<file path="config.mk">
export PLATFORM = sky130hd
export DESIGN_NAME = asic_ifetch_flat
export DESIGN_NICKNAME = d
export VERILOG_FILES = /design/src/rtl/asic_ifetch_if.sv /design/src/rtl/asic_ifetch.sv /design/src/flat_wrapper.sv
export SDC_FILE = /design/constraint.sdc
export NUM_CORES = 1
export LEC_CHECK = 0
export CAP_MARGIN = 20
export CORE_MARGIN = 10
export CORE_UTILIZATION = 55
export DETAILED_ROUTE_END_ITERATION = 7
export DONT_BUFFER_PORTS = 1
export HOLD_SLACK_MARGIN = 0.1
export PLACE_DENSITY = 0.76
export SLEW_MARGIN = 20
export SYNTH_ARGS = -nofsm -noshare
export SYNTH_HDL_FRONTEND = slang
export SYNTH_SLANG_ARGS = --single-unit
</file>
<file path="constraint.sdc">
create_clock -name clka_i -period 7.92 [get_ports clka_i]
set_clock_uncertainty 0.15 [all_clocks]
set_input_delay 1.584 -clock clka_i [delete_from_list [all_inputs] [get_ports clka_i]]
set_output_delay 1.584 -clock clka_i [all_outputs]
set_load 0.02 [all_outputs]
</file>
<file path="src/rtl/asic_ifetch_if.sv">
// Fetch-unit bus bundle: ROM read port plus the instruction valid/ready port
// toward the decoder. The master modport is the fetch sequencer side.
interface asic_ifetch_if #(
    parameter int D_WIDTH    = 16,
    parameter int ADDR_WIDTH = 8
);
    logic                  rom_ena;
    logic [ADDR_WIDTH-1:0] rom_addr;
    logic [D_WIDTH-1:0]    rom_data;
    logic [D_WIDTH-1:0]    instr;
    logic [ADDR_WIDTH-1:0] instr_pc;
    logic                  instr_valid;
    logic                  instr_ready;

    modport master (
        output rom_ena, rom_addr, instr, instr_pc, instr_valid,
        input  rom_data, instr_ready
    );

    modport slave (
        input  rom_ena, rom_addr, instr, instr_pc, instr_valid,
        output rom_data, instr_ready
    );
endinterface

</file>
<file path="src/rtl/asic_ifetch.sv">
// Instruction fetch sequencer. Issues ROM reads from the PC, absorbs the
// ROM's one-cycle read latency and hands words to the decoder through a
// 2-entry skid FIFO. Stops on the halt opcode; supports redirect with flush.
//
// state | meaning
// IDLE  | after reset, waiting for start
// RUN   | issuing reads and capturing returned words
// DRAIN | halt word captured, no more reads, waiting for FIFO to empty
// HALT  | halt word delivered, waiting for start
module asic_ifetch #(
    parameter int                    D_WIDTH    = 16,
    parameter int                    ADDR_WIDTH = 8,
    parameter logic [3:0]            HALT_OP    = 4'hF,
    parameter logic [ADDR_WIDTH-1:0] START_ADDR = '0
) (
    input  logic                  clka_i,
    input  logic                  rsta_i,
    input  logic                  start_i,
    input  logic                  redirect_i,
    input  logic [ADDR_WIDTH-1:0] redirect_addr_i,
    output logic                  busy_o,
    output logic                  halted_o,
    asic_ifetch_if.master         bus
);

    typedef enum logic [1:0] {IDLE, RUN, DRAIN, HALT} state_t;

    state_t                state_q, state_d;
    logic [ADDR_WIDTH-1:0] pc_q, pc_d;
    logic                  inflight_q, inflight_d;
    logic [ADDR_WIDTH-1:0] ipc_q, ipc_d;
    logic [D_WIDTH-1:0]    mem_data_q [2];
    logic [D_WIDTH-1:0]    mem_data_d [2];
    logic [ADDR_WIDTH-1:0] mem_pc_q [2];
    logic [ADDR_WIDTH-1:0] mem_pc_d [2];
    logic                  rd_q, rd_d;
    logic                  wr_q, wr_d;
    logic [1:0]            cnt_q, cnt_d;

    logic                  pop;
    logic                  push;
    logic                  issue;
    logic                  halt_seen;
    logic                  redirect_ok;
    logic [2:0]            credit;

    // Next-state and datapath: issue, capture, pop, then start/redirect overrides
    always_comb begin
        state_d    = state_q;
        pc_d       = pc_q;
        inflight_d = inflight_q;
        ipc_d      = ipc_q;
        mem_data_d = mem_data_q;
        mem_pc_d   = mem_pc_q;
        rd_d       = rd_q;
        wr_d       = wr_q;
        cnt_d      = cnt_q;

        pop         = (cnt_q != 2'd0) && bus.instr_ready;
        credit      = 3'(cnt_q) + 3'(inflight_q) - 3'(pop);
        issue       = (state_q == RUN) && (credit < 3'd2);
        // A word returning after the halt word (state already DRAIN) is dropped.
        push        = inflight_q && (state_q == RUN);
        halt_seen   = push && (bus.rom_data[D_WIDTH-1 -: 4] == HALT_OP);
        redirect_ok = redirect_i && ((state_q == RUN) || (state_q == DRAIN));

        inflight_d = issue;
        if (issue) begin
            ipc_d = pc_q;
            pc_d  = pc_q + 1'b1;
        end
        if (push) begin
            mem_data_d[wr_q] = bus.rom_data;
            mem_pc_d[wr_q]   = ipc_q;
            wr_d             = ~wr_q;
        end
        if (pop) begin
            rd_d = ~rd_q;
        end
        cnt_d = cnt_q + 2'(push) - 2'(pop);

        case (state_q)
            RUN: begin
                if (halt_seen) state_d = DRAIN;
            end
            DRAIN: begin
                if (pop && (cnt_q == 2'd1)) state_d = HALT;
            end
            IDLE, HALT: begin
                if (start_i) begin
                    state_d    = RUN;
                    pc_d       = START_ADDR;
                    inflight_d = 1'b0;
                    cnt_d      = 2'd0;
                    rd_d       = 1'b0;
                    wr_d       = 1'b0;
                end
            end
            default: state_d = IDLE;
        endcase

        // Redirect beats everything while busy; the same-cycle pop has already been counted.
        if (redirect_ok) begin
            state_d    = RUN;
            pc_d       = redirect_addr_i;
            inflight_d = 1'b0;
            cnt_d      = 2'd0;
            rd_d       = 1'b0;
            wr_d       = 1'b0;
        end
    end

    // FSM state register
    always_ff @(posedge clka_i or posedge rsta_i) begin
        if (rsta_i) state_q <= IDLE;
        else        state_q <= state_d;
    end

    // PC, in-flight tracking and FIFO storage
    always_ff @(posedge clka_i or posedge rsta_i) begin
        if (rsta_i) begin
            pc_q          <= '0;
            inflight_q    <= 1'b0;
            ipc_q         <= '0;
            mem_data_q[0] <= '0;
            mem_data_q[1] <= '0;
            mem_pc_q[0]   <= '0;
            mem_pc_q[1]   <= '0;
            rd_q          <= 1'b0;
            wr_q          <= 1'b0;
            cnt_q         <= 2'd0;
        end else begin
            pc_q       <= pc_d;
            inflight_q <= inflight_d;
            ipc_q      <= ipc_d;
            mem_data_q <= mem_data_d;
            mem_pc_q   <= mem_pc_d;
            rd_q       <= rd_d;
            wr_q       <= wr_d;
            cnt_q      <= cnt_d;
        end
    end

    assign bus.rom_ena     = issue;
    assign bus.rom_addr    = pc_q;
    assign bus.instr       = mem_data_q[rd_q];
    assign bus.instr_pc    = mem_pc_q[rd_q];
    assign bus.instr_valid = (cnt_q != 2'd0);
    assign busy_o          = (state_q == RUN) || (state_q == DRAIN);
    assign halted_o        = (state_q == HALT);

endmodule

</file>
<file path="src/flat_wrapper.sv">
// flat-port wrapper written by rule: the top's interface ports become plain ports
module asic_ifetch_flat 
#(
    parameter int                    D_WIDTH    = 16,
    parameter int                    ADDR_WIDTH = 8,
    parameter logic [3:0]            HALT_OP    = 4'hF,
    parameter logic [ADDR_WIDTH-1:0] START_ADDR = '0
)
  (clka_i, rsta_i, start_i, redirect_i, redirect_addr_i, busy_o, halted_o, bus_rom_ena, bus_rom_addr, bus_instr, bus_instr_pc, bus_instr_valid, bus_rom_data, bus_instr_ready);
  asic_ifetch_if #(.D_WIDTH(D_WIDTH), .ADDR_WIDTH(ADDR_WIDTH)) bus_i ();
  input  logic clka_i;
  input  logic rsta_i;
  input  logic start_i;
  input  logic redirect_i;
  input  logic [ADDR_WIDTH-1:0] redirect_addr_i;
  output logic busy_o;
  output logic halted_o;
  output wire logic [$bits(bus_i.rom_ena)-1:0] bus_rom_ena;
  output wire logic [$bits(bus_i.rom_addr)-1:0] bus_rom_addr;
  output wire logic [$bits(bus_i.instr)-1:0] bus_instr;
  output wire logic [$bits(bus_i.instr_pc)-1:0] bus_instr_pc;
  output wire logic [$bits(bus_i.instr_valid)-1:0] bus_instr_valid;
  input wire logic [$bits(bus_i.rom_data)-1:0] bus_rom_data;
  input wire logic [$bits(bus_i.instr_ready)-1:0] bus_instr_ready;
  assign bus_rom_ena = bus_i.rom_ena;
  assign bus_rom_addr = bus_i.rom_addr;
  assign bus_instr = bus_i.instr;
  assign bus_instr_pc = bus_i.instr_pc;
  assign bus_instr_valid = bus_i.instr_valid;
  assign bus_i.rom_data = bus_rom_data;
  assign bus_i.instr_ready = bus_instr_ready;
  asic_ifetch #(.D_WIDTH(D_WIDTH), .ADDR_WIDTH(ADDR_WIDTH), .HALT_OP(HALT_OP), .START_ADDR(START_ADDR)) u_core (.clka_i(clka_i), .rsta_i(rsta_i), .start_i(start_i), .redirect_i(redirect_i), .redirect_addr_i(redirect_addr_i), .busy_o(busy_o), .halted_o(halted_o), .bus(bus_i));
endmodule
</file>
Word level (Yosys, flattened, before mapping):

Index checks and enable logic that the tools add are counted.

* eq/ne operators: 8
* add/sub/neg operators: 5
* bitwise gates (word level): 4
* $lt $le $gt $ge: 4
* multiplexer cells: 35
* reduce and logical (&&, ||, !) cells: 12

Operators with widths (number)
* $mux W16: 4
* $mux W8: 8
* $bwmux W32: 1
* $bwmux W16: 1
* $demux W16 S1: 1
* $mux W2: 7
* $mux W1: 11
* $add A8 B1 Y8 const B: 1
* $demux W8 S1: 1
* $logic_and A1 B1 Y1: 7
* $ne A3 B2 Y1 const B: 2
* $pmux W2 S3: 1
* $eq A2 B1 Y1 const B: 2
* $eq A2 B2 Y1 const B: 2
* $eq A4 B4 Y1 const B: 1
* $ge A2 B2 Y1 const B: 2
* $not A1 Y2: 2
* $add A2 B1 Y3: 1
* $lt A3 B2 Y1 const B: 1
* $ne A3 B1 Y1 const B: 1
* $reduce_and A3 Y1: 1
* $sub A3 B1 Y3: 1
* $add A2 B1 Y2: 1
* $logic_not A2 Y1: 1
* other kinds (6): 7

* input bits: 29
* output and inout port bits: 36
* register bits: 71
* logic and storage cells: 79

Depth between registers and ports, before layout:

* depth after elaboration: 9
* depth in mapped cells: 9
* depth with buffers taken out: 9

Worst setup path before layout:

No wires, ideal clock.

* kind: input-to-output
* start point: input bus_instr_ready
* end point: output bus_rom_ena
* slack: 3275 ps
* stages: 5
* arrival: 2911 ps
* data required time: 6186 ps
* path through: xor2_1 -> nand2_1 -> fa_1 -> nand2_1 -> nor2_2

* longest elaborated chain between the ends: 4

RTL lines
* start: declaration: RTL line flat_wrapper.sv:24 `input wire logic [$bits(bus_i.instr_ready)-1:0] bus_instr_ready;`
* $logic_and A1 B1 Y1: RTL line asic_ifetch.sv:59 `pop = (cnt_q != 2'd0) && bus.instr_ready;`
* $sub A3 B1 Y3: RTL line asic_ifetch.sv:60 `credit = 3'(cnt_q) + 3'(inflight_q) - 3'(pop);`
* $lt A3 B2 Y1: RTL line asic_ifetch.sv:61 `issue = (state_q == RUN) && (credit < 3'd2);`
* $logic_and A1 B1 Y1: RTL line asic_ifetch.sv:61
* end: declaration: RTL line flat_wrapper.sv:18 `output wire logic [$bits(bus_i.rom_ena)-1:0] bus_rom_ena;`

Every way passes these cells.

Final worst setup path:

Same ends and word-level chain as after synthesis.

==> results by group <==
Status
  • Status: finished clean

Worst setup path
  • Critical path type: primary input to primary output
  • CP Data Required Time: 6.19 ns
  • Most frequent CP cell: nand2_1
  • CP endpoint kind: primary output
  • Bufs and invs on worst path: 0
  • Max FO, Critical Path: 10
  • CP top delay family: simple AND/OR/NAND/NOR gates
  • Crit path DAT: 3.11 ns
  • Crit-path cells: xor2_1, nand2_1, fa_1, nand2_1, nor2_2
  • Crit-path slowest cell: nor2_2
  • Crit-path max cell delay: 0.65 ns
  • CP Launch Type: primary input

Synth
  • Ys Warns: 0
  • Number of enable flip-flop cells after synthesis: 0
  • Gate Count Post-Synth: 256
  • Synth Net Count: 294
  • Synth area leader: dfrtp_1
  • Cell area after synthesis: 3330 µm²
  • Yosys top cell area share: 53.3%
  • Synth cell count leaders: 79 x mux2_2, 71 x dfrtp_1, 14 x nand2_1
  • Seq/Total Area, Yosys: 53.3%
  • Synth area leaders: dfrtp_1 53%, mux2_2 27%, ha_1 3.0%, nand2_1 1.6%, xnor2_1 1.6%
  • Most frequent cell after synthesis: mux2_2
  • Ys flop type: dfrtp_1
  • Post-synth ARST share: 100%
  • Synthesis-stage register bit count: 71
  • Syn_area_per_cell: 13.0 µm²
  • Netlist cell types: 34

Global routing
  • GRT Resource Usage Total: 14.2%
  • Gr ovfl total: 0
  • Pin count of the biggest net entering global routing: 72
  • Number of global-route vias before repair: 2120
  • First-pass GRT wire length: 11.0 mm
  • Antenna violations before repair: 0

STA
  • Setup TNS: 0 ns
  • Final number of max-transition violations: 0
  • Rel. slew slack: 41.0%
  • Achievable clock frequency: 0.206 GHz
  • RSZ-0062 raised after global routing: no
  • Setup Viol. Count Final: 0
  • Worst Tran Pin Value: 0.886 ns
  • Final number of hold-violating endpoints: 0
  • Period utilization: 61.2%
  • Tmin final: 4.85 ns

Clocking
  • Post-CTS Setup Bufs: 0
  • Clock buffer count from CTS: 9
  • CTS root buf: clkbuf_8
  • Cts hold-fix bufs: 0
  • H-tree levels: 3
  • Clock tree buffer depth: 2
  • Later-pin clock latency in the skew report: 0.35 ns
  • Reg clk slew, reported paths: 0.07 ns
  • CTS tree: yes
  • # resized after CTS: 0
  • CTS sink cnt: 71

Finish
  • Layout cells sized above 1: 39.8%
  • Core Util, Final: 61.1%
  • Ant. Diodes: 0
  • Area Overhead vs Synth: 7.96%
  • Nets: 297

Placement
  • I/O Buffers: 0
  • GP Congestion: 0.868
  • DP Wirelength: 4.73 mm

Drt
  • DR vias/cell: 5.78
  • Initial DRC count: 92
  • Routed wire length: 6.84 mm
  • Post-DR wirelength/cell: 20.2 µm
  • ANT nets after route: 0
  • Number of remaining DRC errors: 0
  • Pre-antenna DRT Iters: 4
  • DR vias: 1958

Power and ir drop
  • Sw frac: 39.0%
  • Switching power: 602 µW
  • Max IR drop VDD: 0.231 mV
  • Gate power share: 38.3%
  • Clock Power Share: 18.1%
  • Power Dens Cells: 429 nW/µm²
  • Sequential power share: 43.6%
  • Internal power: 941 µW
  • Leak pwr: 1.63 nW

Floorplanning
  • Die extent in y: 97.8 µm
  • FP Rows: 28
  • Die area: 9570 µm²
  • Horiz. Die Dim: 97.8 µm
  • Initial Util: 56.6%
  • Core Area: 5890 µm²
  • I/O Pins: 65

Worst hold path
  • HP Class: register to register

Flow run
  • Max-cap viol count: 0
worst paths after layout:
check                                           from                     to  slack (ns)  cells past startpoint
worst max-delay path                 bus_instr_ready            bus_rom_ena        3.07                      5
worst min-delay path            u_core.mem_data_q[0]   u_core.mem_data_q[0]        0.35                      1
worst max register to register       u_core.cnt_q[1]        u_core.ipc_q[3]        4.78                      7
worst min register to register  u_core.mem_data_q[0]   u_core.mem_data_q[0]        0.35                      1
max in group asynchronous                     rsta_i            u_core.rd_q        5.76                      2
min in group asynchronous                     rsta_i  u_core.mem_data_q[21]        1.25                      2
logic make-up (layout without fill, tap and decap cells):
family | count (synthesis) | after routing | share of synthesized area (%)
adder cells (fa/ha/maj) | 9 | 9 | 3.61
multiplexers | 80 | 80 | 27.0
buffers and inverters | 22 | 30 | 2.48
XOR/XNOR | 10 | 10 | 2.85
flip-flops | 71 | 71 | 53.3
AND/OR/NAND/NOR | 42 | 42 | 6.38
AO/OA/AOI/OAI | 22 | 22 | 4.36
cell usage in the layout, fill, tap and decap left out, types with 2 or more instances in the layout:
| cell type | Yosys | final |
|---|---|---|
| a21o_1 | 3 | 3 |
| a21oi_1 | 3 | 3 |
| a31oi_1 | 2 | 2 |
| and2_1 | 3 | 3 |
| buf_4 | 0 | 3 |
| clkbuf_8 | 0 | 9 |
| clkinv_2 | 0 | 3 |
| dfrtp_1 | 71 | 70 |
| ha_1 | 8 | 8 |
| inv_1 | 11 | 10 |
| mux2_2 | 79 | 79 |
| nand2_1 | 14 | 14 |
| nand2b_1 | 2 | 2 |
| nand3_1 | 5 | 5 |
| nor2_1 | 6 | 6 |
| nor3_1 | 3 | 3 |
| nor4_1 | 3 | 3 |
| o21ai_0 | 8 | 8 |
| xnor2_1 | 6 | 6 |
| xor2_1 | 3 | 3 |
layer usage:
| layer | global-route usage (%) | wire length [µm] |
|---|---|---|
| met5 | 0 | 0 |
| met4 | 7.38 | 101 |
| met2 | 22.9 | 3490 |
| met3 | 4.86 | 343 |
| met1 | 16.2 | 2900 |
state kept, by name, indices dropped and copies added (netlist names):
register / count
u_core.bus.rom_addr: 8
u_core.cnt_q: 2
u_core.inflight_q: 1
u_core.ipc_q: 8
u_core.mem_data_q: 32
u_core.mem_pc_q: 16
u_core.rd_q: 1
u_core.state_q: 2
u_core.wr_q: 1
cell type report:
class,count,area (µm²)
tap,75,93.8
clock inverter,6,61.3
inverter,11,41.3
sequential,71,1780
fill,469,2290
timing repair buffer,3,22.5
clock buffer,10,128
multi-input combinational,163,1470
metrics by stage:
| step | total power [mW] | hold slack (ns) | area (µm²) | instances | worst slack (ns) |
|---|---|---|---|---|---|
| detailed placement | 1.28 | 0.343 | 3410 | 323 | 3.10 |
| CTS | 1.57 | 0.359 | 3600 | 339 | 3.09 |
| floorplan | 1.15 | 0.325 | 3330 | 256 | 3.27 |
| global placement | 1.25 | 0.333 | 3410 | 323 | 3.13 |
| global route | 1.64 | 0.374 | 3600 | 339 | 3.01 |
| finish | 1.54 | 0.353 | 3600 | 339 | 3.07 |
power by group through the flow:
stage                     clock, mW  sequential (mW)  combinational [mW]
after floorplan                   0            0.626               0.528
after global placement            0            0.669               0.583
after detailed placement          0            0.682               0.599
after CTS                     0.288            0.675               0.603
after global routing          0.303            0.698               0.641
final                         0.280            0.673               0.591
Power figures use the tool's default switching activity.
